--- config.mk ---
export PLATFORM = sky130hd
export DESIGN_NAME = mem_arbiter_flat
export DESIGN_NICKNAME = d
export VERILOG_FILES = /design/src/rtl/mem_arbiter_if.sv /design/src/rtl/mem_arbiter.sv /design/src/flat_wrapper.sv
export SDC_FILE = /design/constraint.sdc
export NUM_CORES = 1
export LEC_CHECK = 0
export CAP_MARGIN = 25
export CELL_PAD_IN_SITES_DETAIL_PLACEMENT = 1
export CELL_PAD_IN_SITES_GLOBAL_PLACEMENT = 2
export CORE_MARGIN = 10
export CORE_UTILIZATION = 25
export DETAILED_ROUTE_END_ITERATION = 16
export HOLD_SLACK_MARGIN = 0.1
export MAX_ROUTING_LAYER = met4
export PLACE_DENSITY_LB_ADDON = 0.1
export SLEW_MARGIN = 0
export SYNTH_ARGS = -nofsm -noshare
export SYNTH_HDL_FRONTEND = slang
export SYNTH_SLANG_ARGS = --single-unit
--- constraint.sdc ---
create_clock -name clk -period 1.7 [get_ports clk]
set_input_delay 0.34 -clock clk [delete_from_list [all_inputs] [get_ports clk]]
set_output_delay 0.34 -clock clk [all_outputs]
set_load 0.03 [all_outputs]
--- src/rtl/mem_arbiter_if.sv ---
// Bus bundle between the CPU fetch/data sides, the arbiter and main memory.
// The arbiter connects through the slave view; the CPU/memory environment drives the master view.
interface mem_arbiter_if #(
  parameter int ADDR_WIDTH = 32,
  parameter int DATA_WIDTH = 32
);
  logic                  i_req;
  logic [ADDR_WIDTH-1:0] i_addr;
  logic                  i_ready;
  logic [DATA_WIDTH-1:0] i_rdata;
  logic                  i_stall;

  logic                  d_req;
  logic                  d_wen;
  logic [ADDR_WIDTH-1:0] d_addr;
  logic [DATA_WIDTH-1:0] d_wdata;
  logic [2:0]            d_width;
  logic                  d_ready;
  logic [DATA_WIDTH-1:0] d_rdata;
  logic                  d_stall;

  logic                  mem_req;
  logic                  mem_wen;
  logic [ADDR_WIDTH-1:0] mem_addr;
  logic [DATA_WIDTH-1:0] mem_wdata;
  logic [2:0]            mem_width;
  logic                  mem_ack;
  logic [DATA_WIDTH-1:0] mem_rdata;

  modport master (
    output i_req, i_addr, d_req, d_wen, d_addr, d_wdata, d_width, mem_ack, mem_rdata,
    input  i_ready, i_rdata, i_stall, d_ready, d_rdata, d_stall,
    input  mem_req, mem_wen, mem_addr, mem_wdata, mem_width
  );

  modport slave (
    input  i_req, i_addr, d_req, d_wen, d_addr, d_wdata, d_width, mem_ack, mem_rdata,
    output i_ready, i_rdata, i_stall, d_ready, d_rdata, d_stall,
    output mem_req, mem_wen, mem_addr, mem_wdata, mem_width
  );
endinterface

--- src/rtl/mem_arbiter.sv ---
// Round-robin arbiter sharing one variable-latency memory port between the
// instruction-fetch and data sides, with registered handshakes and stall outputs.
module mem_arbiter #(
  parameter int ADDR_WIDTH = 32,
  parameter int DATA_WIDTH = 32
) (
  input  logic         clk,
  input  logic         rst_n,
  mem_arbiter_if.slave bus
);

  typedef enum logic [2:0] {
    IDLE,
    GRANT_I,
    GRANT_D,
    DONE_I,
    DONE_D
  } state_t;

  state_t                r_state;
  logic                  r_last_d;
  logic                  r_mem_req;
  logic                  r_mem_wen;
  logic [ADDR_WIDTH-1:0] r_mem_addr;
  logic [DATA_WIDTH-1:0] r_mem_wdata;
  logic [2:0]            r_mem_width;
  logic                  r_i_ready;
  logic                  r_d_ready;
  logic [DATA_WIDTH-1:0] r_i_rdata;
  logic [DATA_WIDTH-1:0] r_d_rdata;

  // I wins when it is alone, or on a tie when D was served last.
  logic w_pick_i;
  assign w_pick_i = bus.i_req && (!bus.d_req || r_last_d);

  always_ff @(posedge clk or negedge rst_n) begin
    if (!rst_n) begin
      r_state     <= IDLE;
      r_last_d    <= 1'b0;
      r_mem_req   <= 1'b0;
      r_mem_wen   <= 1'b0;
      r_mem_addr  <= '0;
      r_mem_wdata <= '0;
      r_mem_width <= 3'b000;
      r_i_ready   <= 1'b0;
      r_d_ready   <= 1'b0;
      r_i_rdata   <= '0;
      r_d_rdata   <= '0;
    end else begin
      // NOTE: every register here uses <= so all branches see the pre-edge
      // values; the ready defaults below are overridden only on mem_ack.
      r_i_ready <= 1'b0;
      r_d_ready <= 1'b0;
      unique case (r_state)
        IDLE: begin
          if (w_pick_i) begin
            r_state     <= GRANT_I;
            r_last_d    <= 1'b0;
            r_mem_req   <= 1'b1;
            r_mem_wen   <= 1'b0;
            r_mem_addr  <= bus.i_addr;
            r_mem_wdata <= '0;
            r_mem_width <= 3'b000;
          end else if (bus.d_req) begin
            r_state     <= GRANT_D;
            r_last_d    <= 1'b1;
            r_mem_req   <= 1'b1;
            r_mem_wen   <= bus.d_wen;
            r_mem_addr  <= bus.d_addr;
            r_mem_wdata <= bus.d_wdata;
            r_mem_width <= bus.d_width;
          end
        end
        GRANT_I: begin
          if (bus.mem_ack) begin
            r_state   <= DONE_I;
            r_mem_req <= 1'b0;
            r_i_ready <= 1'b1;
            r_i_rdata <= bus.mem_rdata;
          end
        end
        GRANT_D: begin
          if (bus.mem_ack) begin
            r_state   <= DONE_D;
            r_mem_req <= 1'b0;
            r_d_ready <= 1'b1;
            if (!r_mem_wen) r_d_rdata <= bus.mem_rdata;
          end
        end
        DONE_I, DONE_D: r_state <= IDLE;
        default:        r_state <= IDLE;
      endcase
    end
  end

  assign bus.mem_req   = r_mem_req;
  assign bus.mem_wen   = r_mem_wen;
  assign bus.mem_addr  = r_mem_addr;
  assign bus.mem_wdata = r_mem_wdata;
  assign bus.mem_width = r_mem_width;
  assign bus.i_ready   = r_i_ready;
  assign bus.d_ready   = r_d_ready;
  assign bus.i_rdata   = r_i_rdata;
  assign bus.d_rdata   = r_d_rdata;
  assign bus.i_stall   = bus.i_req && !r_i_ready;
  assign bus.d_stall   = bus.d_req && !r_d_ready;

endmodule

--- src/flat_wrapper.sv ---
// flat-port wrapper written by rule: the top's interface ports become plain ports
module mem_arbiter_flat 
#(
  parameter int ADDR_WIDTH = 32,
  parameter int DATA_WIDTH = 32
)
  (clk, rst_n, bus_i_req, bus_i_addr, bus_d_req, bus_d_wen, bus_d_addr, bus_d_wdata, bus_d_width, bus_mem_ack, bus_mem_rdata, bus_i_ready, bus_i_rdata, bus_i_stall, bus_d_ready, bus_d_rdata, bus_d_stall, bus_mem_req, bus_mem_wen, bus_mem_addr, bus_mem_wdata, bus_mem_width);
  mem_arbiter_if #(.ADDR_WIDTH(ADDR_WIDTH), .DATA_WIDTH(DATA_WIDTH)) bus_i ();
  input  logic clk;
  input  logic rst_n;
  input wire logic [$bits(bus_i.i_req)-1:0] bus_i_req;
  input wire logic [$bits(bus_i.i_addr)-1:0] bus_i_addr;
  input wire logic [$bits(bus_i.d_req)-1:0] bus_d_req;
  input wire logic [$bits(bus_i.d_wen)-1:0] bus_d_wen;
  input wire logic [$bits(bus_i.d_addr)-1:0] bus_d_addr;
  input wire logic [$bits(bus_i.d_wdata)-1:0] bus_d_wdata;
  input wire logic [$bits(bus_i.d_width)-1:0] bus_d_width;
  input wire logic [$bits(bus_i.mem_ack)-1:0] bus_mem_ack;
  input wire logic [$bits(bus_i.mem_rdata)-1:0] bus_mem_rdata;
  output wire logic [$bits(bus_i.i_ready)-1:0] bus_i_ready;
  output wire logic [$bits(bus_i.i_rdata)-1:0] bus_i_rdata;
  output wire logic [$bits(bus_i.i_stall)-1:0] bus_i_stall;
  output wire logic [$bits(bus_i.d_ready)-1:0] bus_d_ready;
  output wire logic [$bits(bus_i.d_rdata)-1:0] bus_d_rdata;
  output wire logic [$bits(bus_i.d_stall)-1:0] bus_d_stall;
  output wire logic [$bits(bus_i.mem_req)-1:0] bus_mem_req;
  output wire logic [$bits(bus_i.mem_wen)-1:0] bus_mem_wen;
  output wire logic [$bits(bus_i.mem_addr)-1:0] bus_mem_addr;
  output wire logic [$bits(bus_i.mem_wdata)-1:0] bus_mem_wdata;
  output wire logic [$bits(bus_i.mem_width)-1:0] bus_mem_width;
  assign bus_i.i_req = bus_i_req;
  assign bus_i.i_addr = bus_i_addr;
  assign bus_i.d_req = bus_d_req;
  assign bus_i.d_wen = bus_d_wen;
  assign bus_i.d_addr = bus_d_addr;
  assign bus_i.d_wdata = bus_d_wdata;
  assign bus_i.d_width = bus_d_width;
  assign bus_i.mem_ack = bus_mem_ack;
  assign bus_i.mem_rdata = bus_mem_rdata;
  assign bus_i_ready = bus_i.i_ready;
  assign bus_i_rdata = bus_i.i_rdata;
  assign bus_i_stall = bus_i.i_stall;
  assign bus_d_ready = bus_i.d_ready;
  assign bus_d_rdata = bus_i.d_rdata;
  assign bus_d_stall = bus_i.d_stall;
  assign bus_mem_req = bus_i.mem_req;
  assign bus_mem_wen = bus_i.mem_wen;
  assign bus_mem_addr = bus_i.mem_addr;
  assign bus_mem_wdata = bus_i.mem_wdata;
  assign bus_mem_width = bus_i.mem_width;
  mem_arbiter #(.ADDR_WIDTH(ADDR_WIDTH), .DATA_WIDTH(DATA_WIDTH)) u_core (.clk(clk), .rst_n(rst_n), .bus(bus_i));
endmodule
Word-level counts from Yosys, hierarchy flattened
Index checks and enable logic that the tools add are counted.
{ "word_totals": {"ff_bits": 139, "input_bits": 137, "output_inout_bits": 137, "wordCells": 55} }
{ "classes": {"n_eq_ne": 6, "mux": 21, "bitwise": 1, "reduce_logical": 16} }
{ "ops": {"columns": ["op", "count"], "rows": [
  ["two-way mux 32 bit", 4],
  ["two-way mux 3 bit", 6],
  ["two-way mux 1 bit", 9],
  ["case mux 3 bit (3 select lines)", 1],
  ["AND reduction 3 bit", 3],
  ["inequality test 2 bit, second input constant", 2],
  ["AND reduction 2 bit", 2],
  ["nonzero test 2 bit", 2],
  ["equality test 3 x 1 -> 1 bit, second input constant", 1],
  ["equality test 3 x 2 -> 1 bit, second input constant", 1],
  ["logical AND 1 bit", 3],
  ["logical NOT 1 bit", 3],
  ["logical NOT 3 bit", 1],
  ["inequality test 3 x 2 -> 1 bit, second input constant", 1],
  ["inequality test 2 x 1 -> 1 bit, second input constant", 1],
  ["case mux 1 bit (2 select lines)", 1],
  ["OR reduction 2 bit", 1],
  ["logical OR 1 bit", 1],
  ["NOT 1 bit", 1]
]} }

Depth between registers and ports, before layout
Gate-level depths: netlist (run 1).
{ "depth": {"ltp_word": 5, "ltp_mapped": 6, "ltp_nobuf": 3} }

Worst setup path before layout (run 1)
No wires, ideal clock.
{ "synth_path": {"path_type": "flip-flop to flip-flop", "from": "reg u_core.r_mem_wen (netlist: u_core.bus.mem_wen)", "to": "reg u_core.r_d_rdata[10] (netlist: u_core.bus.d_rdata[10])", "setup_time_ns": 0.125, "arrival_time_ns": 1.458, "t_required_ns": 1.575, "setup_slack_ns": 0.117, "stages_incl_launch_ff": 4, "n_path_buf": 1, "synth_period_minus_slack_ns": 1.583, "cell_sequence": "dfrtp_1 -> nor4b_4 -> buf_6 -> mux2_2"} }
{ "synth_via": {"elab_chain_len": 2} }
{ "synth_rtl": {"columns": ["item", "line_no", "text"], "rows": [
  ["from (decl)", "mem_arbiter.sv:23", "logic r_mem_wen;"],
  ["from (signal assigned)", "mem_arbiter.sv:68", "r_mem_wen <= bus.d_wen;"],
  ["NOT 1 bit (no source line)", null, null],
  ["AND reduction 3 bit (no source line)", null, null],
  ["to (signal assigned)", "mem_arbiter.sv:87", "if (!r_mem_wen) r_d_rdata <= bus.mem_rdata;"],
  ["to (decl)", "mem_arbiter.sv:30", "logic [DATA_WIDTH-1:0] r_d_rdata;"]
]} }
No other way between the ends.
A chain may end at the register's enable or synchronous reset.

Final worst setup path (run 1)
{ "layout_path": {"from": "reg u_core.r_d_ready (netlist: u_core.bus.d_ready)", "to": "out bus_d_ready"} }
{ "layout_lines": {"columns": ["item", "line_no", "text"], "rows": [
  ["from (decl)", "mem_arbiter.sv:28", "logic r_d_ready;"],
  ["from (signal assigned)", "mem_arbiter.sv:46", "r_d_ready <= 1'b0;"],
  ["from (signal assigned)", "mem_arbiter.sv:53", "r_d_ready <= 1'b0;"],
  ["from (signal assigned)", "mem_arbiter.sv:86", "r_d_ready <= 1'b1;"],
  ["to (decl)", "flat_wrapper.sv:23", "output wire logic [$bits(bus_i.d_ready)-1:0] bus_d_ready;"]
]} }
No word-level cell between the ends.

==> out/metrics.yaml, run 1 <==
synthesis:
  synthCells: 522
  ys_seq_area_share_pct: 58.0
  synth_top_family_by_area: "compound AO/OA/AOI/OAI gates"
  synth_warnings: 0
  synth.mux.area_fraction_pct: 12.0
  syn_area_per_cell_um2: 11.5
  ys_seq_elements: 139
  synth-compound-area-share_pct: 22.8
  synthesis.area_um2: 6000
  synth_cell_type_count: 29
  syn_nets: 659
  synth_xor_xnor_area_share_pct: 0
  synth-simple-area-share_pct: 2.30
  yosys.area_share.adder_pct: 0
sta:
  final.period_utilization_pct: 93.3
  setup_tns_ns: 0
  hold_viol: 0
  setup_viol: 0
  worst_slew_pin_slew_ns: 0.398
  setup_ws_ns: 0.113
  fmax_mhz: 630
  fin_skew_ns: 0.00981
  min_period_ns: 1.59
  relSlewSlack_pct: 72.8
  slew_viol_final: 0
  rsz0062_at_grt: "no"
floorplan:
  io_pins: 274
  fp.dieArea_um2: 30600
  die_x_um: 175
  die_h_um: 175
  initial_core_util_pct: 25.5
  row_count: 56
  core_um2: 23500
grt:
  overflow: 0
  grt_pass1_wl_um: 37700
  first_global_vias: 6085
  grt_max_degree: 54
  grt_antenna_before_repair: 2
  grt_use_total_pct: 16.1
placed_design:
  place.gp.congestion: 0.749
  place_area_um2: 9230
  dp_slack_ns: -0.309
  dp_hpwl_um: 17600
  io_buffers: 273
clock_network:
  cts_setup_buffers: 0
  cts_root_buf: "clkbuf_16"
  cts_buffer_depth: 2
  clk_latency_ns: 0.42
  cts_tree: "done"
  clkSlewWorstSetupHoldPaths_ns: 0.06
  cts.sinks: 139
  htree_levels: 4
  numCtsBuffers: 17
drt:
  vias: 5371
  postRouteAntennaNets: 0
  vias_per_cell: 4.76
  drt-initial-drc-count: 331
  wirelength_um: 24000
  avgRoutedWirePerCell_um: 21.3
  dr.pass1.iters: 4
  drc_errors: 0
run:
  maxCapViolCount: 0
worst_setup_path:
  endpoint_kind: "output port"
  crit_fanout: 2
  cp_slowest_stage_delay_ns: 0.43
  rr_endpoint: "u_core.bus.d_rdata[11]"
  critical_path.slowest_cell: "dlygate4sd2_1"
  critPathRequiredTime_ns: 1.36
  r2r_start: "u_core.r_state[2]"
  r2r_setup_slack_ns: 0.13
  rr_worst_depth: 4
  cp.arrival_ns: 1.25
  worst_setup_path_start_kind: "flip-flop"
  crit_family: "buffers and inverters"
  worst-path-buf-inv: 1
  path_cells: "dlygate4sd2_1"
  path_class: "reg -> out"
outcome:
  status: "completed"
worst_hold_path:
  hp-class: "in -> async"
layout:
  layout-drive-gt1-share_pct: 17.1
  fillers: 2616
  final_cell_area_um2: 9690
  nNetsFinal: 931
  area_growth_pct: 61.5
power_and_ir_drop:
  peakVddDrop_mv: 0.651
  leakage_nw: 4.09
  p_per_area_nw_per_um2: 2000
-- repair_timing --
| item | 4_1_cts | 5_1_grt |
|---|---|---|
| endpoints found under the setup margin | 136 | 0 |
| hold buffers | 1 | 0 |
| gates resized for setup | 137 | 0 |
| endpoints found under the hold margin | 119 | 0 |
-- synthesized netlist by cell type, drive strengths merged --
cell,count,area (µm²)
nor3b,3,33.8
buf,19,145
o21ai,144,721
mux2,64,721
or2,1,6.26
o21bai,1,11.3
clkbuf,35,135
a2111oi,1,8.76
nor4b,1,23.8
a21oi,34,170
o21ba,1,10.0
o21a,1,7.51
dfrtp,139,3480
nor2,6,32.5
o211ai,32,240
inv,3,11.3
a31oi,32,200
nand2b,1,13.8
nor2b,2,20.0
nand2,2,7.51
-- cells by family after synthesis --
group                  Yosys count
AOI/OAI and AO/OA              246
DFF                            139
muxes                           64
buffers and inverters           57
and+or+nand+nor                 16
-- report_power, final --
part	total, mW	switching [mW]	internal [mW]
registers	5.72	0.816	4.90
clock network	3.88	1.62	2.26
logic	9.76	6.28	3.48
-- placed cells by master, fill, tap and decap left out, drive strengths merged --
master / Yosys / final
nand2b: 1 / 1
a31oi: 32 / 32
clkdlybuf4s50: 0 / 133
buf: 19 / 37
nor4b: 1 / 1
clkinv: 0 / 1
o211ai: 32 / 32
dfrtp: 139 / 139
o21bai: 1 / 1
a2111oi: 1 / 1
nand2: 2 / 2
dlygate4sd3: 0 / 1
o21ba: 1 / 1
o21a: 1 / 1
clkbuf: 35 / 18
nor2b: 2 / 2
inv: 3 / 11
o21ai: 144 / 144
dlygate4sd2: 0 / 136
or2: 1 / 1
a21oi: 34 / 34
bufinv: 0 / 2
nor3b: 3 / 3
clkinvlp: 0 / 3
mux2: 64 / 64
nor2: 6 / 6
diode: 0 / 2
-- final cells by class --
type	count	area [µm²]	share of cell area, %
Inverter	3	13.8	0.142
Sequential cell	139	3480	35.9
Clock buffer	18	439	4.53
Tap cell	319	399	4.12
Clock inverter	14	174	1.80
Antenna cell	2	5.00	0.0517
Timing Repair Buffer	307	2950	30.5
Multi-Input combinational cell	326	2230	23.0
-- flip-flops by register name, indices dropped and copies added (netlist names) --
| signal | cells |
|---|---|
| u_core.bus.mem_wdata | 32 |
| u_core.r_state | 3 |
| u_core.bus.d_ready | 1 |
| u_core.bus.i_rdata | 32 |
| u_core.r_last_d | 1 |
| u_core.bus.mem_addr | 32 |
| u_core.bus.mem_wen | 1 |
| u_core.bus.mem_width | 3 |
| u_core.bus.mem_req | 1 |
| u_core.bus.d_rdata | 32 |
| u_core.bus.i_ready | 1 |
-- per-layer routing --
metal | up-vias | track usage, % | wire (µm)
li1 | 2471 | - | -
met2 | 166 | 25.4 | 11700
met4 | 0 | 4.38 | 345
met1 | 2715 | 18.8 | 10200
met5 | - | - | 0
met3 | 19 | 6.17 | 1860
-- stage by stage --
step	cells	power [mW]	hold slack, ns	utilization, %
after floorplan	522	11.7	0.0444	-
after global placement	1093	16.6	0.218	39.2
after detailed placement	1093	16.9	0.219	39.2
after CTS	1126	19.7	0.339	41.1
after global routing	1128	20.6	0.367	41.2
final	1128	19.4	0.345	41.2
-- how the worst max path moves through the flow --
stage                             from  slack, ns  cells past startpoint                       end
global route         u_core.r_state[0]       0.03                      4  u_core.bus.mem_wdata[13]
detailed placement         bus_mem_ack      -0.31                      5    u_core.bus.d_rdata[11]
CTS                 u_core.bus.d_ready       0.10                      1               bus_d_ready
global placement           bus_mem_ack      -0.30                      5    u_core.bus.d_rdata[16]
floorplan           u_core.bus.mem_wen       0.12                      3    u_core.bus.d_rdata[10]
finish              u_core.bus.d_ready       0.11                      1               bus_d_ready
No activity file was read; power rests on OpenSTA's default activity.
==> run 2: changes to the inputs <==
Settings changed: REMOVE_ABC_BUFFERS from default to 1.
==> out/metrics.yaml, run 2 (synthesis gave the netlist of run 1 again) <==
outcome:
  status: "completed"
worst_setup_path:
  crit_cells: 5
  critPathRequiredTime_ns: 2.00
  path_class: "in -> reg"
  r2r_start: "u_core.r_state[2]"
  rr_worst_depth: 4
  worst-path-buf-inv: 2
  crit_fanout: 27
  cp.arrival_ns: 1.94
  critical_path.slowest_cell: "clkdlybuf4s50_1"
  r2r_setup_slack_ns: 0.09
  crit_family: "buffers and inverters"
  path_cells: "clkdlybuf4s50_1 -> nand2b_4 -> nor4b_4 -> buf_12 -> mux2_2"
  rr_endpoint: "u_core.bus.d_rdata[1]"
  endpoint_kind: "flip-flop"
  cp_slowest_stage_delay_ns: 0.55
  worst_setup_path_start_kind: "input pin"
placed_design:
  place.gp.congestion: 0.777
  io_buffers: 273
  dp_cells: 1095
  dp_hpwl_um: 17400
  dp_slack_ns: -0.368
  place_area_um2: 9310
layout:
  final_cell_area_um2: 9710
  nNetsFinal: 933
  final_cell_mix: "dfrtp_1 (139), o21ai_0 (137), dlygate4sd2_1 (137)"
  finalNonFillerCells: 1129
  layout-drive-gt1-share_pct: 17.3
  final_common_cell: "dfrtp_1"
  area_growth_pct: 62.0
  fin_util_pct: 41.3
grt:
  first_global_vias: 6185
  grt_antenna_before_repair: 1
  grt_max_degree: 55
  grt_use_total_pct: 15.9
  grt_pass1_wl_um: 37300
  overflow: 0
sta:
  final.period_utilization_pct: 96.7
  fin_skew_ns: 0.0117
  hold_viol: 0
  rsz0062_at_grt: "no"
  setup_ws_ns: 0.0569
  worst_slew_pin_slew_ns: 0.397
  slew_viol_final: 0
  hold_ws_ns: 0.352
  relSlewSlack_pct: 73.5
  setup_viol: 0
  fmax_mhz: 609
  setup_tns_ns: 0
  min_period_ns: 1.64
drt:
  wirelength_um: 24200
  drc_errors: 0
  postRouteAntennaNets: 0
  avgRoutedWirePerCell_um: 21.4
  vias_per_cell: 4.76
  drt-initial-drc-count: 244
  vias: 5371
  dr.pass1.iters: 4
run:
  maxCapViolCount: 0
floorplan:
  initial_core_util_pct: 25.5
  row_count: 56
  io_pins: 274
  die_h_um: 175
  core_um2: 23500
  die_x_um: 175
  fp.dieArea_um2: 30600
clock_network:
  cts_tree: "done"
  cts_buffer_depth: 2
  cts_root_buf: "clkbuf_16"
  cts.sinks: 139
  clkSlewWorstSetupHoldPaths_ns: 0.06
  clk_latency_ns: 0.42
  cts_setup_buffers: 0
  numCtsBuffers: 17
  htree_levels: 4
power_and_ir_drop:
  total_power_mw: 19.2
  p_int_mw: 10.5
  p_sw_mw: 8.70
  peakVddDrop_mv: 0.659
  p_per_area_nw_per_um2: 1970
  p_sw_share_pct: 45.4
  pwr-share-comb_pct: 51.4
  leakage_nw: 4.10
  p_seq_share_pct: 30.1
  clkPwrFrac_pct: 18.6
worst_hold_path:
  hp-class: "in -> async"
==> run 2: cell type report <==
| class | count | area, µm² |
|---|---|---|
| fillers | 2593 | 13800 |
| flip-flops and latches | 139 | 3480 |
| repair buffers | 309 | 3030 |
| multi-input cells | 326 | 2230 |
| clock buffers | 18 | 439 |
| well taps | 319 | 399 |
| clock inverters | 14 | 123 |
| inverters | 3 | 11.3 |
| diodes | 1 | 2.50 |
==> run 2: per-layer routing <==
metal | vias up | GRT usage [%] | wire, µm
li1 | 2478 | - | -
met1 | 2689 | 18.6 | 10400
met2 | 182 | 26.4 | 12100
met3 | 22 | 3.90 | 1290
met4 | 0 | 5.19 | 391
met5 | - | - | 0
==> run 2: power by group through the flow <==
stage,Clock (mW),Sequential [mW],Combinational [mW]
after global routing,3.85,5.99,10.6
final,3.56,5.76,9.84
after CTS,3.68,5.79,10.0
after global placement,0,5.81,10.9
after floorplan,0,8.86,2.48
after detailed placement,0,5.88,11.1
==> run 2: how the worst max path moves through the flow <==
stage	startpoint	end	slack [ns]
6_report	bus_mem_ack	u_core.bus.d_rdata[1]	0.06
5_1_grt	u_core.bus.mem_wen	bus_mem_wen	0.004
4_1_cts	u_core.bus.mem_wen	bus_mem_wen	0.03
3_5_place_dp	bus_mem_ack	u_core.bus.d_rdata[16]	-0.37
3_3_place_gp	bus_mem_ack	u_core.bus.d_rdata[10]	-0.32
2_1_floorplan	u_core.bus.mem_wen	u_core.bus.d_rdata[0]	-0.54
==> run 2: worst reg2reg max path, delay by kind of cell (launching register included) <==
family | cells | cell delay, ns
buffers and inverters | 1 | 0.25
and+or+nand+nor | 2 | 0.51
DFF | 1 | 0.38
muxes | 1 | 0.37
==> run 2: repair_timing <==
action                                  4_1_cts  5_1_grt
endpoints found under the setup margin      137        3
resized for setup                           137        1
hold buffers                                  1        0
hold endpoints to repair                    139        0
cloned                                        0        0
pin swaps                                     0        0
==> run 3: changes to the inputs <==
Settings changed: SETUP_SLACK_MARGIN from default to 0.5.
==> out/metrics.yaml, run 3 (synthesis gave the netlist of run 1 again) <==
layout:
  final_cell_mix: "buf_6 (149), dfrtp_1 (135), clkdlybuf4s50_1 (132)"
  final_common_cell: "buf_6"
  multi_input_area_um2: 2910
  finalNonFillerCells: 1258
  nNetsFinal: 1063
  fillers: 2428
  register_area_um2: 3480
  final_cell_area_um2: 12200
  antenna_cells: 0
  area_growth_pct: 103
  layout-drive-gt1-share_pct: 50.8
grt:
  grt_use_total_pct: 16.1
  grt_max_degree: 55
  use_met2_pct: 26.8
  grt_pass1_wl_um: 37600
  grtUsageMet3_pct: 3.79
  overflow: 0
  grt_antenna_before_repair: 0
  use_met1_pct: 18.8
  first_global_vias: 6326
  grt-busiest-layer: "met2"
power_and_ir_drop:
  p_per_area_nw_per_um2: 2140
  pwr-share-comb_pct: 62.2
  p_sw_mw: 10.9
  leakage_nw: 5.20
  peakVddDrop_mv: 0.725
  p_seq_share_pct: 24.0
  clkPwrFrac_pct: 13.8
  total_power_mw: 26.0
  p_sw_share_pct: 42.1
  p_int_mw: 15.0
outcome:
  status: "completed"
worst_setup_path:
  path_cells: "nand2b_4 -> nor4b_4 -> buf_6 -> buf_6 -> mux2_1"
  cp_slowest_stage_delay_ns: 0.38
  critical_path.slowest_cell: "dfrtp_1"
  endpoint_kind: "flip-flop"
  worst_setup_path_start_kind: "flip-flop"
  critical_path.most_common_cell: "buf_6"
  critPathRequiredTime_ns: 2.00
  path_class: "reg -> reg"
  crit_family: "simple AND/OR/NAND/NOR gates"
  worst-path-buf-inv: 2
  cp.arrival_ns: 1.94
  crit_fanout: 6
sta:
  final.period_utilization_pct: 96.6
  slew_viol_final: 0
  worst_slew_pin_slew_ns: 0.386
  fmax_mhz: 609
  setup_tns_ns: 0
  hold_ws_ns: 0.357
  hold_viol: 0
  relSlewSlack_pct: 74.0
  setup_viol: 0
  min_period_ns: 1.64
  rsz0062_at_grt: "yes"
  fin_skew_ns: 0.0113
clock_network:
  numCtsBuffers: 17
  cts_root_buf: "clkbuf_16"
  cts.sinks: 139
  htree_levels: 4
  cts_buffer_depth: 2
  clkSlewWorstSetupHoldPaths_ns: 0.07
  clk_latency_ns: 0.42
  cts_tree: "done"
placed_design:
  place.gp.congestion: 0.777
  io_buffers: 273
  dp_hpwl_um: 17400
  place_area_um2: 9310
  dp_cells: 1095
floorplan:
  fp.dieArea_um2: 30600
  core_um2: 23500
  initial_core_util_pct: 25.5
  io_pins: 274
  die_x_um: 175
  row_count: 56
  die_h_um: 175
worst_hold_path:
  hp-class: "in -> async"
drt:
  drc_errors: 0
  drt-initial-drc-count: 250
  avgRoutedWirePerCell_um: 23.8
  postRouteAntennaNets: 0
  vias_per_cell: 4.82
  vias: 6061
  dr.pass1.iters: 4
  wirelength_um: 29900
run:
  maxCapViolCount: 0
## run 3: changes by cell type in the layout (fill, tap and decap cells not counted), moves of 17 or more
cell	before	now
dlygate4sd2_1	137	0
o21ai_2	0	39
o21ai_0	137	69
buf_6	1	149
mux2_4	0	53
mux2_2	60	9
clkbuf_16	17	34
buf_4	21	112
o21ai_1	7	28
## run 3: per-layer routing
metal	vias up	share of wire (%)
li1	2751	-
met1	3073	42
met2	199	51
met3	38	4.9
met4	0	2.3
met5	-	0
## run 3: layout make-up
| type | count | area share [%] |
|---|---|---|
| Clock buffer | 18 | 3.61 |
| Clock inverter | 14 | 1.01 |
| Inverter | 3 | 0.113 |
| Multi-Input combinational cell | 326 | 23.9 |
| Sequential cell | 139 | 28.7 |
| Tap cell | 319 | 3.28 |
| Timing Repair Buffer | 439 | 39.4 |
## run 3: power by group through the flow
stage | Combinational, mW | Sequential, mW | Clock (mW)
2_1_floorplan | 2.48 | 8.86 | 0
3_3_place_gp | 10.9 | 5.81 | 0
3_5_place_dp | 11.1 | 5.88 | 0
4_1_cts | 11.8 | 6.13 | 3.68
5_1_grt | 17.0 | 6.41 | 3.85
6_report | 16.1 | 6.23 | 3.59
## run 3: timing repair
action	in CTS	in global routing
setup buffers	23	82
pin swaps	1	40
cloned	0	25
setup endpoints to repair	273	273
gates resized for setup	944	243
hold buffers	1	0
endpoints found under the hold margin	139	0
## run 3: worst paths after layout
path,startpoint,endpoint,slack [ns],cells past startpoint
worst max-delay path,u_core.r_state[2],u_core.bus.d_rdata[6],0.06,5
worst min-delay path,rst_n,u_core.bus.i_rdata[12],0.36,2
worst max register to register,u_core.r_state[2],u_core.bus.d_rdata[6],0.06,5
worst min register to register,u_core.bus.mem_wdata[31],u_core.bus.mem_wdata[31],0.53,2
max in group asynchronous,rst_n,u_core.bus.mem_addr[14],0.73,3
min in group clk,bus_mem_ack,u_core.r_state[1],0.37,3
## run 3: worst register-to-register path: stages (launching register included)
cell and delay, ns:
dfrtp_1 0.38, nand2b_4 0.17, nor4b_4 0.28, buf_6 0.19
buf_6 0.16, mux2_1 0.34
## run 3: through the flow
stage / setup WS (ns) / utilization (%)
final: 0.0576 / 51.6
after global routing: 0.00868 / 51.6
after CTS: 0.0739 / 43.4
after detailed placement: -0.368 / 39.5
after global placement: -0.319 / 39.5
after floorplan: -0.544 / -
